==> config.mk <==
export PLATFORM = sky130hd
export DESIGN_NAME = plic_gateway
export DESIGN_NICKNAME = d
export VERILOG_FILES = /design/src/rtl/plic_define.sv /design/src/rtl/dffer.sv /design/src/rtl/dffr.sv /design/src/rtl/plic_gateway_cell.sv /design/src/rtl/plic_gateway.sv
export SDC_FILE = /design/constraint.sdc
export NUM_CORES = 1
export LEC_CHECK = 0
export BUFFER_PORTS_ARGS = -buffer_cell sky130_fd_sc_hd__buf_2
export CAP_MARGIN = 40
export CORE_ASPECT_RATIO = 1.1
export CORE_MARGIN = 2
export CORE_UTILIZATION = 54
export DETAILED_ROUTE_END_ITERATION = 8
export GPL_TIMING_DRIVEN = 0
export PLACE_DENSITY_LB_ADDON = 0.12
export REMOVE_ABC_BUFFERS = 1
export SYNTH_ARGS = -nofsm -noshare
export SYNTH_HDL_FRONTEND = slang
export SYNTH_SLANG_ARGS = --single-unit
export TNS_END_PERCENT = 5
==> constraint.sdc <==
create_clock -name clk_i -period 2 [get_ports clk_i]
set_input_delay 0.2 -clock clk_i [delete_from_list [all_inputs] [get_ports clk_i]]
set_output_delay 0.2 -clock clk_i [all_outputs]
set_load 0.02 [all_outputs]
==> src/rtl/plic_define.sv <==
// -----------------------------------------------------------------------------
// plic_define
// Shared definitions for the PLIC interrupt gateway: default sizes, the
// per-source gateway state encoding and the trigger-mode encodings found in
// the TM register.
// -----------------------------------------------------------------------------
package plic_define;

    localparam int PLIC_IRQ_NUM      = 32;
    localparam int PLIC_GW_CNT_WIDTH = 4;

    typedef enum logic [1:0] {
        GW_IDLE = 2'b00,
        GW_PEND = 2'b01,
        GW_SERV = 2'b10
    } gw_state_e;

    localparam logic PLIC_TM_EDGE  = 1'b1;
    localparam logic PLIC_TM_LEVEL = 1'b0;

endpackage : plic_define

==> src/rtl/dffer.sv <==
// -----------------------------------------------------------------------------
// dffer
// Register with load enable and asynchronous active-low reset to zero.
// Ports:
//   i_clk    clock
//   i_rst_n  asynchronous reset, active-low
//   i_en     load enable; the register holds when low
//   i_d      next value
//   o_q      registered value
// -----------------------------------------------------------------------------
module dffer #(
    parameter int W = 1
) (
    input  logic         i_clk,
    input  logic         i_rst_n,
    input  logic         i_en,
    input  logic [W-1:0] i_d,
    output logic [W-1:0] o_q
);

    always_ff @(posedge i_clk or negedge i_rst_n) begin
        if (!i_rst_n) begin
            o_q <= '0;
        end else if (i_en) begin
            o_q <= i_d;
        end
    end

endmodule : dffer

==> src/rtl/dffr.sv <==
// -----------------------------------------------------------------------------
// dffr
// Register with asynchronous active-low reset to zero.
// Ports:
//   i_clk    clock
//   i_rst_n  asynchronous reset, active-low
//   i_d      next value
//   o_q      registered value
// -----------------------------------------------------------------------------
module dffr #(
    parameter int W = 1
) (
    input  logic         i_clk,
    input  logic         i_rst_n,
    input  logic [W-1:0] i_d,
    output logic [W-1:0] o_q
);

    always_ff @(posedge i_clk or negedge i_rst_n) begin
        if (!i_rst_n) begin
            o_q <= '0;
        end else begin
            o_q <= i_d;
        end
    end

endmodule : dffr

==> src/rtl/plic_gateway_cell.sv <==
// -----------------------------------------------------------------------------
// plic_gateway_cell
// One interrupt source of the PLIC gateway: input synchroniser, rising-edge
// detector, saturating pending-edge counter and IDLE/PEND/SERV state machine.
// Build option: PLIC_GATEWAY_SYNC_EN selects a 2-flop synchroniser; without it
// the line is sampled by a single flop (source already synchronous to i_clk).
// Ports:
//   i_clk    clock
//   i_rst_n  asynchronous reset, active-low
//   i_irq    raw interrupt line, active-high
//   i_tm     trigger mode (1 = rising edge, 0 = level-high)
//   i_claim  claim pulse from the core
//   i_comp   completion pulse from the core
//   o_ip     pending (state is PEND)
//   o_busy   claimed, awaiting completion (state is SERV)
// -----------------------------------------------------------------------------
module plic_gateway_cell
    import plic_define::*;
#(
    parameter int CNT_WIDTH = PLIC_GW_CNT_WIDTH
) (
    input  logic i_clk,
    input  logic i_rst_n,
    input  logic i_irq,
    input  logic i_tm,
    input  logic i_claim,
    input  logic i_comp,
    output logic o_ip,
    output logic o_busy
);

    localparam logic [CNT_WIDTH-1:0] CNT_MAX = '1;
    localparam logic [CNT_WIDTH-1:0] CNT_ONE = {{(CNT_WIDTH-1){1'b0}}, 1'b1};

    logic                 r_sync;
    logic                 r_prev;
    logic [1:0]           r_state;
    logic [CNT_WIDTH-1:0] r_cnt;

    gw_state_e            w_state;
    gw_state_e            w_state_nxt;
    logic [CNT_WIDTH-1:0] w_cnt_nxt;
    logic                 w_cnt_en;
    logic                 w_edge;
    logic                 w_cnt_nz;
    logic                 w_edge_mode;

`ifdef PLIC_GATEWAY_SYNC_EN
    logic r_meta;

    dffr #(.W(1)) u_meta (
        .i_clk   (i_clk),
        .i_rst_n (i_rst_n),
        .i_d     (i_irq),
        .o_q     (r_meta)
    );

    dffr #(.W(1)) u_sync (
        .i_clk   (i_clk),
        .i_rst_n (i_rst_n),
        .i_d     (r_meta),
        .o_q     (r_sync)
    );
`else
    dffr #(.W(1)) u_sync (
        .i_clk   (i_clk),
        .i_rst_n (i_rst_n),
        .i_d     (i_irq),
        .o_q     (r_sync)
    );
`endif

    dffr #(.W(1)) u_prev (
        .i_clk   (i_clk),
        .i_rst_n (i_rst_n),
        .i_d     (r_sync),
        .o_q     (r_prev)
    );

    dffr #(.W(2)) u_state (
        .i_clk   (i_clk),
        .i_rst_n (i_rst_n),
        .i_d     (w_state_nxt),
        .o_q     (r_state)
    );

    dffer #(.W(CNT_WIDTH)) u_cnt (
        .i_clk   (i_clk),
        .i_rst_n (i_rst_n),
        .i_en    (w_cnt_en),
        .i_d     (w_cnt_nxt),
        .o_q     (r_cnt)
    );

    assign w_state     = gw_state_e'(r_state);
    assign w_edge      = r_sync & ~r_prev;
    assign w_cnt_nz    = (r_cnt != '0);
    assign w_edge_mode = (i_tm == PLIC_TM_EDGE);

    always_comb begin
        w_state_nxt = w_state;
        w_cnt_nxt   = r_cnt;
        w_cnt_en    = 1'b0;

        unique case (w_state)
            GW_IDLE: begin
                if (w_edge_mode) begin
                    if (w_edge || w_cnt_nz) begin
                        w_state_nxt = GW_PEND;
                    end
                    // A queued edge is consumed only when no fresh edge
                    // arrives; a fresh edge in the same cycle stands in for it.
                    if (w_cnt_nz && !w_edge) begin
                        w_cnt_nxt = r_cnt - CNT_ONE;
                        w_cnt_en  = 1'b1;
                    end
                end else if (r_sync) begin
                    w_state_nxt = GW_PEND;
                end
            end
            GW_PEND: begin
                if (i_claim) begin
                    w_state_nxt = GW_PEND == GW_PEND ? GW_SERV : GW_PEND;
                end
                if (w_edge_mode && w_edge && (r_cnt != CNT_MAX)) begin
                    w_cnt_nxt = r_cnt + CNT_ONE;
                    w_cnt_en  = 1'b1;
                end
            end
            GW_SERV: begin
                if (i_comp) begin
                    w_state_nxt = GW_IDLE;
                end
                if (w_edge_mode && w_edge && (r_cnt != CNT_MAX)) begin
                    w_cnt_nxt = r_cnt + CNT_ONE;
                    w_cnt_en  = 1'b1;
                end
            end
            default: begin
                w_state_nxt = GW_IDLE;
            end
        endcase

        // Leaving edge mode discards any queued edges; the state is kept.
        if (i_tm == PLIC_TM_LEVEL) begin
            w_cnt_nxt = '0;
            w_cnt_en  = 1'b1;
        end
    end

    assign o_ip   = (w_state == GW_PEND);
    assign o_busy = (w_state == GW_SERV);

endmodule : plic_gateway_cell

==> src/rtl/plic_gateway.sv <==
// -----------------------------------------------------------------------------
// plic_gateway
// Per-source interrupt gateway feeding plic_core. Converts raw interrupt lines
// into pending bits, holds each request until claimed and blocks re-requests
// until completion. Source 0 is reserved: its outputs are tied low and its
// inputs are ignored.
// Build option: PLIC_GATEWAY_SYNC_EN enables a 2-flop input synchroniser
// (irq-to-ip latency 3 edges); undefined, a single sampling flop is used
// (latency 2 edges).
// Ports:
//   clk_i    clock
//   rst_n_i  asynchronous reset, active-low
//   irq_i    raw interrupt lines, active-high
//   tm_i     trigger mode per source (1 = rising edge, 0 = level-high)
//   claim_i  one-hot single-cycle claim pulse from the core
//   comp_i   one-hot single-cycle completion pulse from the core
//   ip_o     pending bits to the core
//   busy_o   source claimed and awaiting completion
// -----------------------------------------------------------------------------
module plic_gateway
    import plic_define::*;
#(
    parameter int IRQ_NUM   = PLIC_IRQ_NUM,
    parameter int CNT_WIDTH = PLIC_GW_CNT_WIDTH
) (
    input  logic               clk_i,
    input  logic               rst_n_i,
    input  logic [IRQ_NUM-1:0] irq_i,
    input  logic [IRQ_NUM-1:0] tm_i,
    input  logic [IRQ_NUM-1:0] claim_i,
    input  logic [IRQ_NUM-1:0] comp_i,
    output logic [IRQ_NUM-1:0] ip_o,
    output logic [IRQ_NUM-1:0] busy_o
);

    logic w_unused_src0;

    assign w_unused_src0 = ^{irq_i[0], tm_i[0], claim_i[0], comp_i[0]};

    assign ip_o[0]   = 1'b0;
    assign busy_o[0] = 1'b0;

    for (genvar gi = 1; gi < IRQ_NUM; gi++) begin : g_src
        plic_gateway_cell #(
            .CNT_WIDTH (CNT_WIDTH)
        ) u_cell (
            .i_clk   (clk_i),
            .i_rst_n (rst_n_i),
            .i_irq   (irq_i[gi]),
            .i_tm    (tm_i[gi]),
            .i_claim (claim_i[gi]),
            .i_comp  (comp_i[gi]),
            .o_ip    (ip_o[gi]),
            .o_busy  (busy_o[gi])
        );
    end

endmodule : plic_gateway
==> results.rst, run 1 <==
.. list-table::
   :header-rows: 1

   * - Metric
     - Value
   * - Run status
     - finished with violations
   * - Violations in the final reports
     - setup timing
   * - Die extent in y
     - 192 um
   * - H-tree level count
     - 1
   * - Clock insertion delay at the later pin of the skew report
     - 560 ps
   * - Area after DPL
     - 18,300 um2
   * - Proportion of synthesized flip-flops having asynchronous set or reset
     - 1.00
   * - Count of filler cells inserted in the layout
     - 2,408
   * - Sinks on Clock Net
     - 248
   * - Ports placed on the boundary
     - 194
   * - Total via count in the routed design
     - 14.4k
   * - Max-Slew Margin vs Limit
     - 0.607
   * - Synthesized cell area
     - 17,300 um2
   * - Via count of the first global-routing pass
     - 14.2k
   * - Routed wire length
     - 37,200 um
   * - CTS buffer count
     - 31
   * - Port Buffer Count
     - 187
   * - Worst hold start
     - claim_i[16]
   * - Final critical-path setup slack
     - -74.0 ps
   * - Fin crit share
     - 1.04
   * - Final Instance Area
     - 21,300 um2
   * - Power Dens Cells
     - 1690 nW/um2
   * - Final layout net count
     - 2,402
   * - Combined global-route utilization of all metal layers
     - 0.217
   * - RSZ-0062 raised after global routing
     - yes
   * - Number of max-cap violations
     - 0
   * - Minimum hold slack
     - 23.5 ps
   * - Count of unique library cells instantiated by Yosys
     - 41
   * - Overflow after GRT
     - 0
   * - Synthesized area divided by synthesized cell count
     - 9.59 um2
   * - Required @ worst endpoint
     - 2490 ps
   * - Kind of capture point of the worst setup path
     - register
   * - EDFF count, synth
     - 0
   * - Slew at the pin closest to its max-slew limit
     - 590 ps
   * - GP Congestion
     - 0.826
   * - Final core utilization
     - 0.676
   * - Final antenna-violating net count
     - 0
   * - Remaining design rule violation count
     - 0
   * - Avg WL per Cell
     - 14.7 um
   * - Final max-slew violation count
     - 0
   * - Pin count of the biggest net entering global routing
     - 101
   * - Clk_skew
     - 15.3 ps
   * - Max FO, Critical Path
     - 5
   * - Critical Path Start
     - g_src[16].u_cell.u_state.o_q[1]$_DFFE_PN0P_
   * - Wire length of the first global-routing pass
     - 63,500 um
   * - Longest Clk Path Bufs
     - 3
   * - Pleak
     - 9.64 nW
   * - Hold/Removal Path Class
     - in2reg
   * - Flip-flop cell with the highest count after synthesis
     - sky130_fd_sc_hd__dfrtp_1
   * - First-pass DRT Iterations
     - 5
   * - TritonCTS clock tree
     - yes
   * - HPWL after detailed placement
     - 25,400 um
   * - Starting density of the core
     - 0.550
   * - Initial antenna violation count
     - 1
   * - Avg Vias per Cell
     - 5.68
   * - Worst Hold Path Cells
     - 3
   * - Die Width
     - 175 um
   * - Maximum ir drop on the vdd rail
     - 1.14 mV
   * - Post-Synthesis Cells
     - 1,805
   * - Min cycle time layout
     - 2070 ps
   * - Category of the critical setup timing path
     - reg2reg
   * - FMAX
     - 482 MHz
   * - Area of the multi-input gates
     - 10,500 um2
   * - Count of warnings emitted by yosys
     - 0
   * - Reg-to-Reg Start
     - g_src[16].u_cell.u_state.o_q[1]$_DFFE_PN0P_
   * - Die footprint
     - 33,500 um2
   * - Std cell rows
     - 68
   * - Logic depth of the worst register-to-register path
     - 8
   * - Number of synthesized register bits
     - 248
   * - Root buffer cell
     - sky130_fd_sc_hd__clkbuf_16
   * - Sequential cell area fraction in the yosys report
     - 0.358
   * - CTS clk-pin slew, worst paths
     - 60 ps
   * - Number of failing hold endpoints at the final stage
     - 0
   * - Area growth from synthesis to layout
     - 22.9%
   * - Iter 0 DRT Violations
     - 677
   * - Flip-flop and latch area
     - 6210 um2
   * - Worst Path Arrival
     - 2560 ps
   * - Setup-failing EPs final
     - 4
   * - Core region area
     - 31,500 um2
   * - Element type at the critical path start
     - register
   * - Fraction of final layout cells with drive strength greater than 1
     - 0.262
==> kinds of logic (layout without fill, tap and decap cells) <==
group	count (synthesis)	in the layout	share of synthesized area
fa+ha+maj	186	186	0.134
simple gates	483	483	0.181
xor+xnor	31	31	0.0157
other cells	1	3	0.000217
mux	74	74	0.0444
buf+inv	310	612	0.0828
flops	248	248	0.358
compound gates	472	472	0.183
==> cell usage in the layout (no fill, tap or decap), types with 59 or more instances in the layout <==
master                          instances
sky130_fd_sc_hd__or3_1                 59
sky130_fd_sc_hd__dfrtp_1              248
sky130_fd_sc_hd__inv_1                189
sky130_fd_sc_hd__a21oi_1              124
sky130_fd_sc_hd__nand4_1               62
sky130_fd_sc_hd__ha_4                  62
sky130_fd_sc_hd__ha_1                 124
sky130_fd_sc_hd__buf_2                186
sky130_fd_sc_hd__buf_4                 61
sky130_fd_sc_hd__o21ai_0              157
sky130_fd_sc_hd__nand2_1              107
sky130_fd_sc_hd__dlygate4sd3_1         65
==> cells in the mapped netlist (33+ instances only) <==
master	instances	share of area
sky130_fd_sc_hd__or3_1	59	0.021
sky130_fd_sc_hd__ha_1	186	0.13
sky130_fd_sc_hd__dfrtp_1	248	0.36
sky130_fd_sc_hd__buf_4	64	0.028
sky130_fd_sc_hd__a21oi_1	126	0.036
sky130_fd_sc_hd__nor2b_1	37	0.013
sky130_fd_sc_hd__nand2b_1	56	0.020
sky130_fd_sc_hd__a32o_1	35	0.020
sky130_fd_sc_hd__o21ai_0	158	0.046
sky130_fd_sc_hd__nand4_1	62	0.022
sky130_fd_sc_hd__inv_1	242	0.052
sky130_fd_sc_hd__nand2_1	107	0.023
sky130_fd_sc_hd__a31oi_1	33	0.012
sky130_fd_sc_hd__mux2i_1	52	0.030
==> where the power goes <==
group	internal, mW	total (mW)	switching (mW)
clock network	3.26	5.39	2.12
logic	11.1	21.9	10.9
registers	6.60	8.55	1.95
total	20.9	35.9	15.0
==> critical path: stages (launching register included) <==
cell,delay [ps]
sky130_fd_sc_hd__dfrtp_1,390
sky130_fd_sc_hd__inv_2,70
sky130_fd_sc_hd__ha_4,300
sky130_fd_sc_hd__inv_4,40
sky130_fd_sc_hd__ha_4,280
sky130_fd_sc_hd__a31oi_4,70
sky130_fd_sc_hd__a2bb2oi_2,180
sky130_fd_sc_hd__or4_4,540
sky130_fd_sc_hd__a21oi_2,130
==> through the flow <==
| step | std cells | power [mW] | worst slack [ps] | TNS [ps] |
|---|---|---|---|---|
| 6_report | 2529 | 35.9 | -74.0 | -121 |
| 5_1_grt | 2529 | 39.1 | -148 | -1730 |
| 4_1_cts | 2513 | 34.8 | -67.8 | -610 |
| 3_5_place_dp | 2347 | 26.6 | -231 | -5660 |
| 3_3_place_gp | 2345 | 25.8 | -3970 | -979100 |
| 2_1_floorplan | 1738 | 22.7 | -27.8 | -539 |
==> layer usage <==
layer / wire length, um / global-route usage / up-vias
li1: - / - / 7092
met1: 16200 / 0.267 / 6959
met2: 18800 / 0.401 / 247
met3: 1400 / 0.0267 / 59
met4: 734 / 0.0574 / 0
met5: 0 / 0 / -
==> layout make-up <==
cell class | instances | area share
antenna | 1 | 0.000118
clock buffer | 43 | 0.0409
clock inverter | 12 | 0.00547
inverter | 242 | 0.0428
multi-input combinational | 1248 | 0.495
sequential | 248 | 0.292
tap | 420 | 0.0247
timing repair buffer | 315 | 0.0992
==> final timing paths <==
| check | end | slack (ps) |
|---|---|---|
| hold / removal | g_src[16].u_cell.u_state.o_q[0]$_DFFE_PN0P_ | 20 |
| setup / recovery | g_src[16].u_cell.u_cnt.o_q[3]$_DFFE_PN0P_ | -70 |
| max in group asynchronous | g_src[3].u_cell.u_sync.o_q$_DFF_PN0_ | 560 |
| setup reg to reg | g_src[16].u_cell.u_cnt.o_q[3]$_DFFE_PN0P_ | -70 |
| min in group asynchronous | g_src[17].u_cell.u_cnt.o_q[1]$_DFFE_PN0P_ | 190 |
| hold reg to reg | g_src[14].u_cell.u_prev.o_q$_DFF_PN0_ | 420 |
==> sequential cells by signal (all words and copies together) (netlist names) <==
signal / count
g_src.u_cell.u_prev.o_q: 31
g_src.u_cell.u_state.o_q: 62
g_src.u_cell.u_sync.o_q: 31
g_src.u_cell.u_cnt.o_q: 124
==> timing repair <==
| action | in CTS | in global routing |
|---|---|---|
| pin swaps | 2 | 22 |
| hold endpoints to repair | 229 | 0 |
| hold buffers | 65 | 0 |
| gates resized for setup | 87 | 74 |
| setup endpoints to repair | 32 | 31 |
| setup buffers | 46 | 15 |
No activity file was read; power rests on OpenSTA's default activity.
==> inputs of run 2 (changes only) <==
--- a/config.mk
+++ b/config.mk
@@ -8,7 +8,6 @@
 export BUFFER_PORTS_ARGS = -buffer_cell sky130_fd_sc_hd__buf_2
 export CAP_MARGIN = 40
 export CORE_ASPECT_RATIO = 1.1
-export CORE_MARGIN = 2
 export CORE_UTILIZATION = 54
 export DETAILED_ROUTE_END_ITERATION = 8
 export GPL_TIMING_DRIVEN = 0
==> results.rst, run 2 (synthesized netlist as in run 1, its figures left out) <==
.. list-table::
   :header-rows: 1

   * - Metric
     - Value
   * - Ordered list of cells on the worst path
     - inv_2 -> ha_4 -> inv_4 -> ha_4 -> o21ai_0 -> a21oi_1 -> or4_4 -> mux2i_1
   * - Routed wire length
     - 37,500 um
   * - Combined global-route utilization of all metal layers
     - 0.225
   * - Final standard cell count with taps included and fillers excluded
     - 2,534
   * - Starting density of the core
     - 0.550
   * - Slew at the pin closest to its max-slew limit
     - 592 ps
   * - Max FO, Critical Path
     - 6
   * - TritonCTS clock tree
     - yes
   * - Fin crit share
     - 0.995
   * - HPWL after detailed placement
     - 25,200 um
   * - Minimum hold slack
     - 32.4 ps
   * - Initial antenna violation count
     - 0
   * - Area growth from synthesis to layout
     - 22.7%
   * - Total negative slack for setup checks
     - 0 ps
   * - Most flops, register
     - g_src.u_cell.u_cnt.o_q
   * - Final critical-path setup slack
     - 10.4 ps
   * - Avg Vias per Cell
     - 5.66
   * - Kind of capture point of the worst setup path
     - register
   * - Overflow after GRT
     - 0
   * - CTS buffer count
     - 31
   * - Number of failing hold endpoints at the final stage
     - 0
   * - First-pass DRT Iterations
     - 5
   * - Largest regs
     - g_src.u_cell.u_cnt.o_q: 124 flops, g_src.u_cell.u_state.o_q: 62 flops
   * - Clock insertion delay at the later pin of the skew report
     - 550 ps
   * - Worst hold start
     - claim_i[25]
   * - Total via count in the routed design
     - 14.3k
   * - Flip-flop count of the largest register, all copies and words added
     - 124
   * - Final core utilization
     - 0.675
   * - Critical path's largest stage delay
     - 480 ps
   * - Number of max-cap violations
     - 0
   * - H-tree level count
     - 1
   * - GP Congestion
     - 0.833
   * - Ports placed on the boundary
     - 194
   * - Longest Clk Path Bufs
     - 3
   * - FMAX
     - 503 MHz
   * - Power Dens Cells
     - 1690 nW/um2
   * - Pleak
     - 9.64 nW
   * - Area after DPL
     - 18,300 um2
   * - Die extent in y
     - 190 um
   * - Root buffer cell
     - sky130_fd_sc_hd__clkbuf_16
   * - Maximum ir drop on the vdd rail
     - 0.987 mV
   * - Max-Slew Margin vs Limit
     - 0.605
   * - Core region area
     - 31,500 um2
   * - Worst Path Arrival
     - 2430 ps
   * - Element type at the critical path start
     - register
   * - Minimum setup slack after placement
     - -248 ps
   * - Number of antenna diodes
     - 0
   * - Final Instance Area
     - 21,200 um2
   * - Avg WL per Cell
     - 14.8 um
   * - Final max-slew violation count
     - 0
   * - Most used cells in the layout excluding fill and tap cells
     - sky130_fd_sc_hd__dfrtp_1, sky130_fd_sc_hd__buf_2, sky130_fd_sc_hd__inv_1
   * - Port Buffer Count
     - 187
   * - RSZ-0062 raised after global routing
     - yes
   * - Total power
     - 35.9 mW
   * - Final antenna-violating net count
     - 0
   * - Via count of the first global-routing pass
     - 14.3k
   * - Hold/Removal Path Class
     - in2reg
   * - Sinks on Clock Net
     - 248
   * - Std cell rows
     - 68
   * - Fraction of final layout cells with drive strength greater than 1
     - 0.266
   * - Iter 0 DRT Violations
     - 668
   * - Most common library cell in the layout ignoring fill and taps
     - sky130_fd_sc_hd__dfrtp_1
   * - CTS clk-pin slew, worst paths
     - 60 ps
   * - Slowest cell on the critical path
     - sky130_fd_sc_hd__or4_4
   * - Category of the critical setup timing path
     - reg2reg
   * - Pin count of the biggest net entering global routing
     - 116
   * - Final layout net count
     - 2,409
   * - Min cycle time layout
     - 1990 ps
   * - Reg-to-Reg Start
     - g_src[17].u_cell.u_state.o_q[1]$_DFFE_PN0P_
   * - Critical Path Start
     - g_src[17].u_cell.u_state.o_q[1]$_DFFE_PN0P_
   * - Die footprint
     - 32,800 um2
   * - Remaining design rule violation count
     - 0
   * - Required @ worst endpoint
     - 2440 ps
   * - Most Frequent Cell on Critical Path
     - sky130_fd_sc_hd__ha_4
   * - Setup-failing EPs final
     - 0
   * - Die Width
     - 173 um
   * - Number of placed instances with taps included
     - 2,347
   * - Wire length of the first global-routing pass
     - 64,100 um
   * - Run status
     - complete, no violations
   * - Clk_skew
     - 9.86 ps
run 2: area by class of cell:
cell class                 instances  area [um2]
clock inverter                     1        5.00
fill                            2511       10200
timing repair buffer             322        2160
clock buffer                      53         928
multi-input combinational       1248       10500
tap                              420         526
sequential                       248        6210
inverter                         242         911
run 2: critical path: cells and delay by family (launching register included):
family / cells / cell delay, ps
fa+ha+maj: 2 / 560
simple gates: 1 / 480
flops: 1 / 410
compound gates: 2 / 160
buf+inv: 2 / 140
mux: 1 / 130
run 2: final timing paths:
path                                                                     to  slack (ps)  cells past startpoint
worst max-delay path              g_src[17].u_cell.u_cnt.o_q[3]$_DFFE_PN0P_          10                      8
worst min-delay path            g_src[25].u_cell.u_state.o_q[1]$_DFFE_PN0P_          30                      4
worst max register to register    g_src[17].u_cell.u_cnt.o_q[3]$_DFFE_PN0P_          10                      8
worst min register to register         g_src[8].u_cell.u_prev.o_q$_DFF_PN0_         410                      0
max in group asynchronous             g_src[16].u_cell.u_sync.o_q$_DFF_PN0_         870                      3
min in group asynchronous         g_src[30].u_cell.u_cnt.o_q[1]$_DFFE_PN0P_         160                      2
run 2: where the power goes:
group          switching (mW)  internal (mW)  total, mW
sequential               1.95           6.60       8.55
clock                    2.08           3.09       5.17
combinational            11.0           11.2       22.1
total                    15.0           20.9       35.9
run 2: metal layers:
| metal | GRT usage | vias up | wire [um] |
|---|---|---|---|
| met4 | 0.0616 | 0 | 695 |
| li1 | - | 7108 | - |
| met5 | 0 | - | 0 |
| met1 | 0.272 | 6900 | 16500 |
| met3 | 0.0330 | 60 | 1580 |
| met2 | 0.414 | 277 | 18800 |
run 2: timing repair:
| item | CTS | global route |
|---|---|---|
| setup buffers | 49 | 18 |
| cloned | 0 | 0 |
| hold endpoints to repair | 215 | 0 |
| pin swaps | 2 | 38 |
| setup endpoints to repair | 32 | 31 |
| hold buffers | 66 | 0 |
| gates resized for setup | 86 | 93 |
==> inputs of run 3 (changes only) <==
--- a/config.mk
+++ b/config.mk
@@ -13,6 +13,8 @@
 export GPL_TIMING_DRIVEN = 0
 export PLACE_DENSITY_LB_ADDON = 0.12
 export REMOVE_ABC_BUFFERS = 1
+export SETUP_SLACK_MARGIN = 0.4
+export SKIP_CTS_REPAIR_TIMING = 1
 export SYNTH_ARGS = -nofsm -noshare
 export SYNTH_HDL_FRONTEND = slang
 export SYNTH_SLANG_ARGS = --single-unit
==> results.rst, run 3 (synthesized netlist as in run 1, its figures left out) <==
.. list-table::
   :header-rows: 1

   * - Metric
     - Value
   * - Fin crit share
     - 1.00
   * - GP Congestion
     - 0.833
   * - Final standard cell count with taps included and fillers excluded
     - 2,562
   * - Category of the critical setup timing path
     - reg2reg
   * - Critical path's largest stage delay
     - 510 ps
   * - Flip-flop and latch area
     - 6260 um2
   * - Wire length of the first global-routing pass
     - 59,700 um
   * - Minimum hold slack
     - -9.05 ps
   * - Total via count in the routed design
     - 14.7k
   * - Overflow after GRT
     - 0
   * - Worst Path Arrival
     - 2450 ps
   * - Hold Path Sink
     - g_src[16].u_cell.u_cnt.o_q[0]$_DFFE_PN0P_
   * - Max-Slew Margin vs Limit
     - 0.597
   * - Ports placed on the boundary
     - 194
   * - Final layout net count
     - 2,437
   * - Core region area
     - 31,500 um2
   * - Worst hold start
     - tm_i[16]
   * - Routed wire length
     - 41,100 um
   * - Reg2Reg Capture Point
     - g_src[2].u_cell.u_cnt.o_q[3]$_DFFE_PN0P_
   * - Min cycle time layout
     - 2010 ps
   * - Std cell rows
     - 68
   * - Number of antenna diodes
     - 0
   * - CTS clk-pin slew, worst paths
     - 50 ps
   * - Combined global-route utilization of all metal layers
     - 0.208
   * - Count of filler cells inserted in the layout
     - 2,205
   * - Area after DPL
     - 18,300 um2
   * - Power Dens Cells
     - 1780 nW/um2
   * - Logic depth of the worst register-to-register path
     - 7
   * - Port Buffer Count
     - 187
   * - Die footprint
     - 32,800 um2
   * - H-tree level count
     - 1
   * - Pin count of the biggest net entering global routing
     - 116
   * - Final max-slew violation count
     - 0
   * - Largest regs
     - g_src.u_cell.u_cnt.o_q: 124 flops, g_src.u_cell.u_state.o_q: 62 flops
   * - Via count of the first global-routing pass
     - 13.4k
   * - TritonCTS clock tree
     - yes
   * - First-pass DRT Iterations
     - 7
   * - Final critical-path setup slack
     - -9.64 ps
   * - Most common library cell in the layout ignoring fill and taps
     - sky130_fd_sc_hd__dfrtp_1
   * - Die Width
     - 173 um
   * - Iter 0 DRT Violations
     - 724
   * - Longest Clk Path Bufs
     - 3
   * - Area growth from synthesis to layout
     - 33.6%
   * - Reg-to-Reg Start
     - g_src[2].u_cell.u_state.o_q[0]$_DFFE_PN0P_
   * - Hold/Removal Path Class
     - in2reg
   * - Final Instance Area
     - 23,100 um2
   * - Initial antenna violation count
     - 0
   * - Sinks on Clock Net
     - 248
   * - Fraction of final layout cells with drive strength greater than 1
     - 0.398
   * - Clock insertion delay at the later pin of the skew report
     - 550 ps
   * - Flip-flop count of the largest register, all copies and words added
     - 124
   * - Violations in the final reports
     - hold timing, setup timing
   * - Clk_skew
     - 12.9 ps
   * - Number of placed instances with taps included
     - 2,347
   * - CTS buffer count
     - 31
   * - RSZ-0062 raised after global routing
     - yes
   * - Minimum setup slack after placement
     - -248 ps
   * - Slowest cell on the critical path
     - sky130_fd_sc_hd__or4_4
   * - Maximum ir drop on the vdd rail
     - 1.27 mV
   * - Avg WL per Cell
     - 16.0 um
   * - Ordered list of cells on the worst path
     - inv_2 -> ha_4 -> buf_6 -> and4bb_2 -> a32oi_2 -> or4_4 -> mux2i_1
   * - Pleak
     - 9.99 nW
   * - Kind of capture point of the worst setup path
     - register
   * - Worst Hold Path Cells
     - 3
   * - Most used cells in the layout excluding fill and tap cells
     - sky130_fd_sc_hd__dfrtp_1, sky130_fd_sc_hd__buf_2, sky130_fd_sc_hd__inv_1
   * - Final core utilization
     - 0.735
   * - Most flops, register
     - g_src.u_cell.u_cnt.o_q
   * - Number of failing hold endpoints at the final stage
     - 4
   * - Root buffer cell
     - sky130_fd_sc_hd__clkbuf_16
   * - Crit path buf inv count
     - 2
   * - Gate family responsible for the most delay along the worst path
     - simple AND/OR/NAND/NOR gates
   * - Required @ worst endpoint
     - 2440 ps
   * - Remaining design rule violation count
     - 0
   * - Slew at the pin closest to its max-slew limit
     - 605 ps
   * - HPWL after detailed placement
     - 25,200 um
   * - Die extent in y
     - 190 um
   * - Setup-failing EPs final
     - 2
   * - Starting density of the core
     - 0.550
   * - Number of max-cap violations
     - 0
   * - Run status
     - finished with violations
   * - Avg Vias per Cell
     - 5.73
   * - Element type at the critical path start
     - register
   * - Area of the multi-input gates
     - 11,900 um2
   * - Worst R2R Setup Slack
     - -10 ps
   * - FMAX
     - 498 MHz
   * - Final antenna-violating net count
     - 0
   * - Max FO, Critical Path
     - 5
run 3: cell types whose count changed in the layout (fill, tap and decap cells not counted), moves of 24 or more:
cell and change:
sky130_fd_sc_hd__a21oi_1 -37, sky130_fd_sc_hd__a21oi_2 +37, sky130_fd_sc_hd__a32oi_2 -24, sky130_fd_sc_hd__a32oi_4 +26
sky130_fd_sc_hd__buf_6 +43, sky130_fd_sc_hd__dfrtp_1 -44, sky130_fd_sc_hd__dfrtp_2 +44, sky130_fd_sc_hd__ha_1 -44
sky130_fd_sc_hd__ha_2 +29, sky130_fd_sc_hd__o21ai_0 -30
run 3: power breakdown:
part	internal (mW)	total (mW)	switching, mW
Sequential	6.67	8.96	2.29
Combinational	14.2	27.1	13.0
Clock	3.09	5.18	2.09
Total	23.9	41.3	17.3
run 3: per-stage QoR:
stage	power, mW	TNS (ps)
after floorplan	22.7	-539
after detailed placement	26.6	-5820
after global routing	44.5	-750
after CTS	32.0	-6270
after global placement	25.8	-984020
final	41.3	-13.1
run 3: worst max path at each step:
stage | from | to | slack (ps) | cells past startpoint
after floorplan | g_src[23].u_cell.u_state.o_q[0]$_DFFE_PN0P_ | g_src[23].u_cell.u_cnt.o_q[3]$_DFFE_PN0P_ | -30 | 8
after global placement | rst_n_i | g_src[16].u_cell.u_cnt.o_q[3]$_DFFE_PN0P_ | -3990 | 1
after detailed placement | g_src[15].u_cell.u_state.o_q[0]$_DFFE_PN0P_ | g_src[15].u_cell.u_cnt.o_q[3]$_DFFE_PN0P_ | -250 | 8
after CTS | g_src[15].u_cell.u_state.o_q[0]$_DFFE_PN0P_ | g_src[15].u_cell.u_cnt.o_q[3]$_DFFE_PN0P_ | -250 | 8
after global routing | g_src[25].u_cell.u_state.o_q[1]$_DFFE_PN0P_ | g_src[25].u_cell.u_cnt.o_q[3]$_DFFE_PN0P_ | -70 | 8
final | g_src[2].u_cell.u_state.o_q[0]$_DFFE_PN0P_ | g_src[2].u_cell.u_cnt.o_q[3]$_DFFE_PN0P_ | -10 | 7
run 3: area by class of cell:
class	count	share of cell area
Clock buffer	53	0.0401
Sequential cell	248	0.271
Timing Repair Buffer	350	0.112
Inverter	242	0.0408
Tap cell	420	0.0227
Clock inverter	1	0.000216
Multi-Input combinational cell	1248	0.514
run 3: per-layer routing:
metal | vias up | GRT usage | routed length [um]
met3 | 54 | 0.0340 | 1470
met5 | - | 0 | 0
met1 | 7196 | 0.261 | 17700
met4 | 0 | 0.0497 | 604
met2 | 255 | 0.374 | 21300
li1 | 7167 | - | -
run 3: tightest hold or removal path: cells and delay by family:
family	cells	cell delay, ps
AOI/OAI and AO/OA	1	50
buffers and inverters	2	240
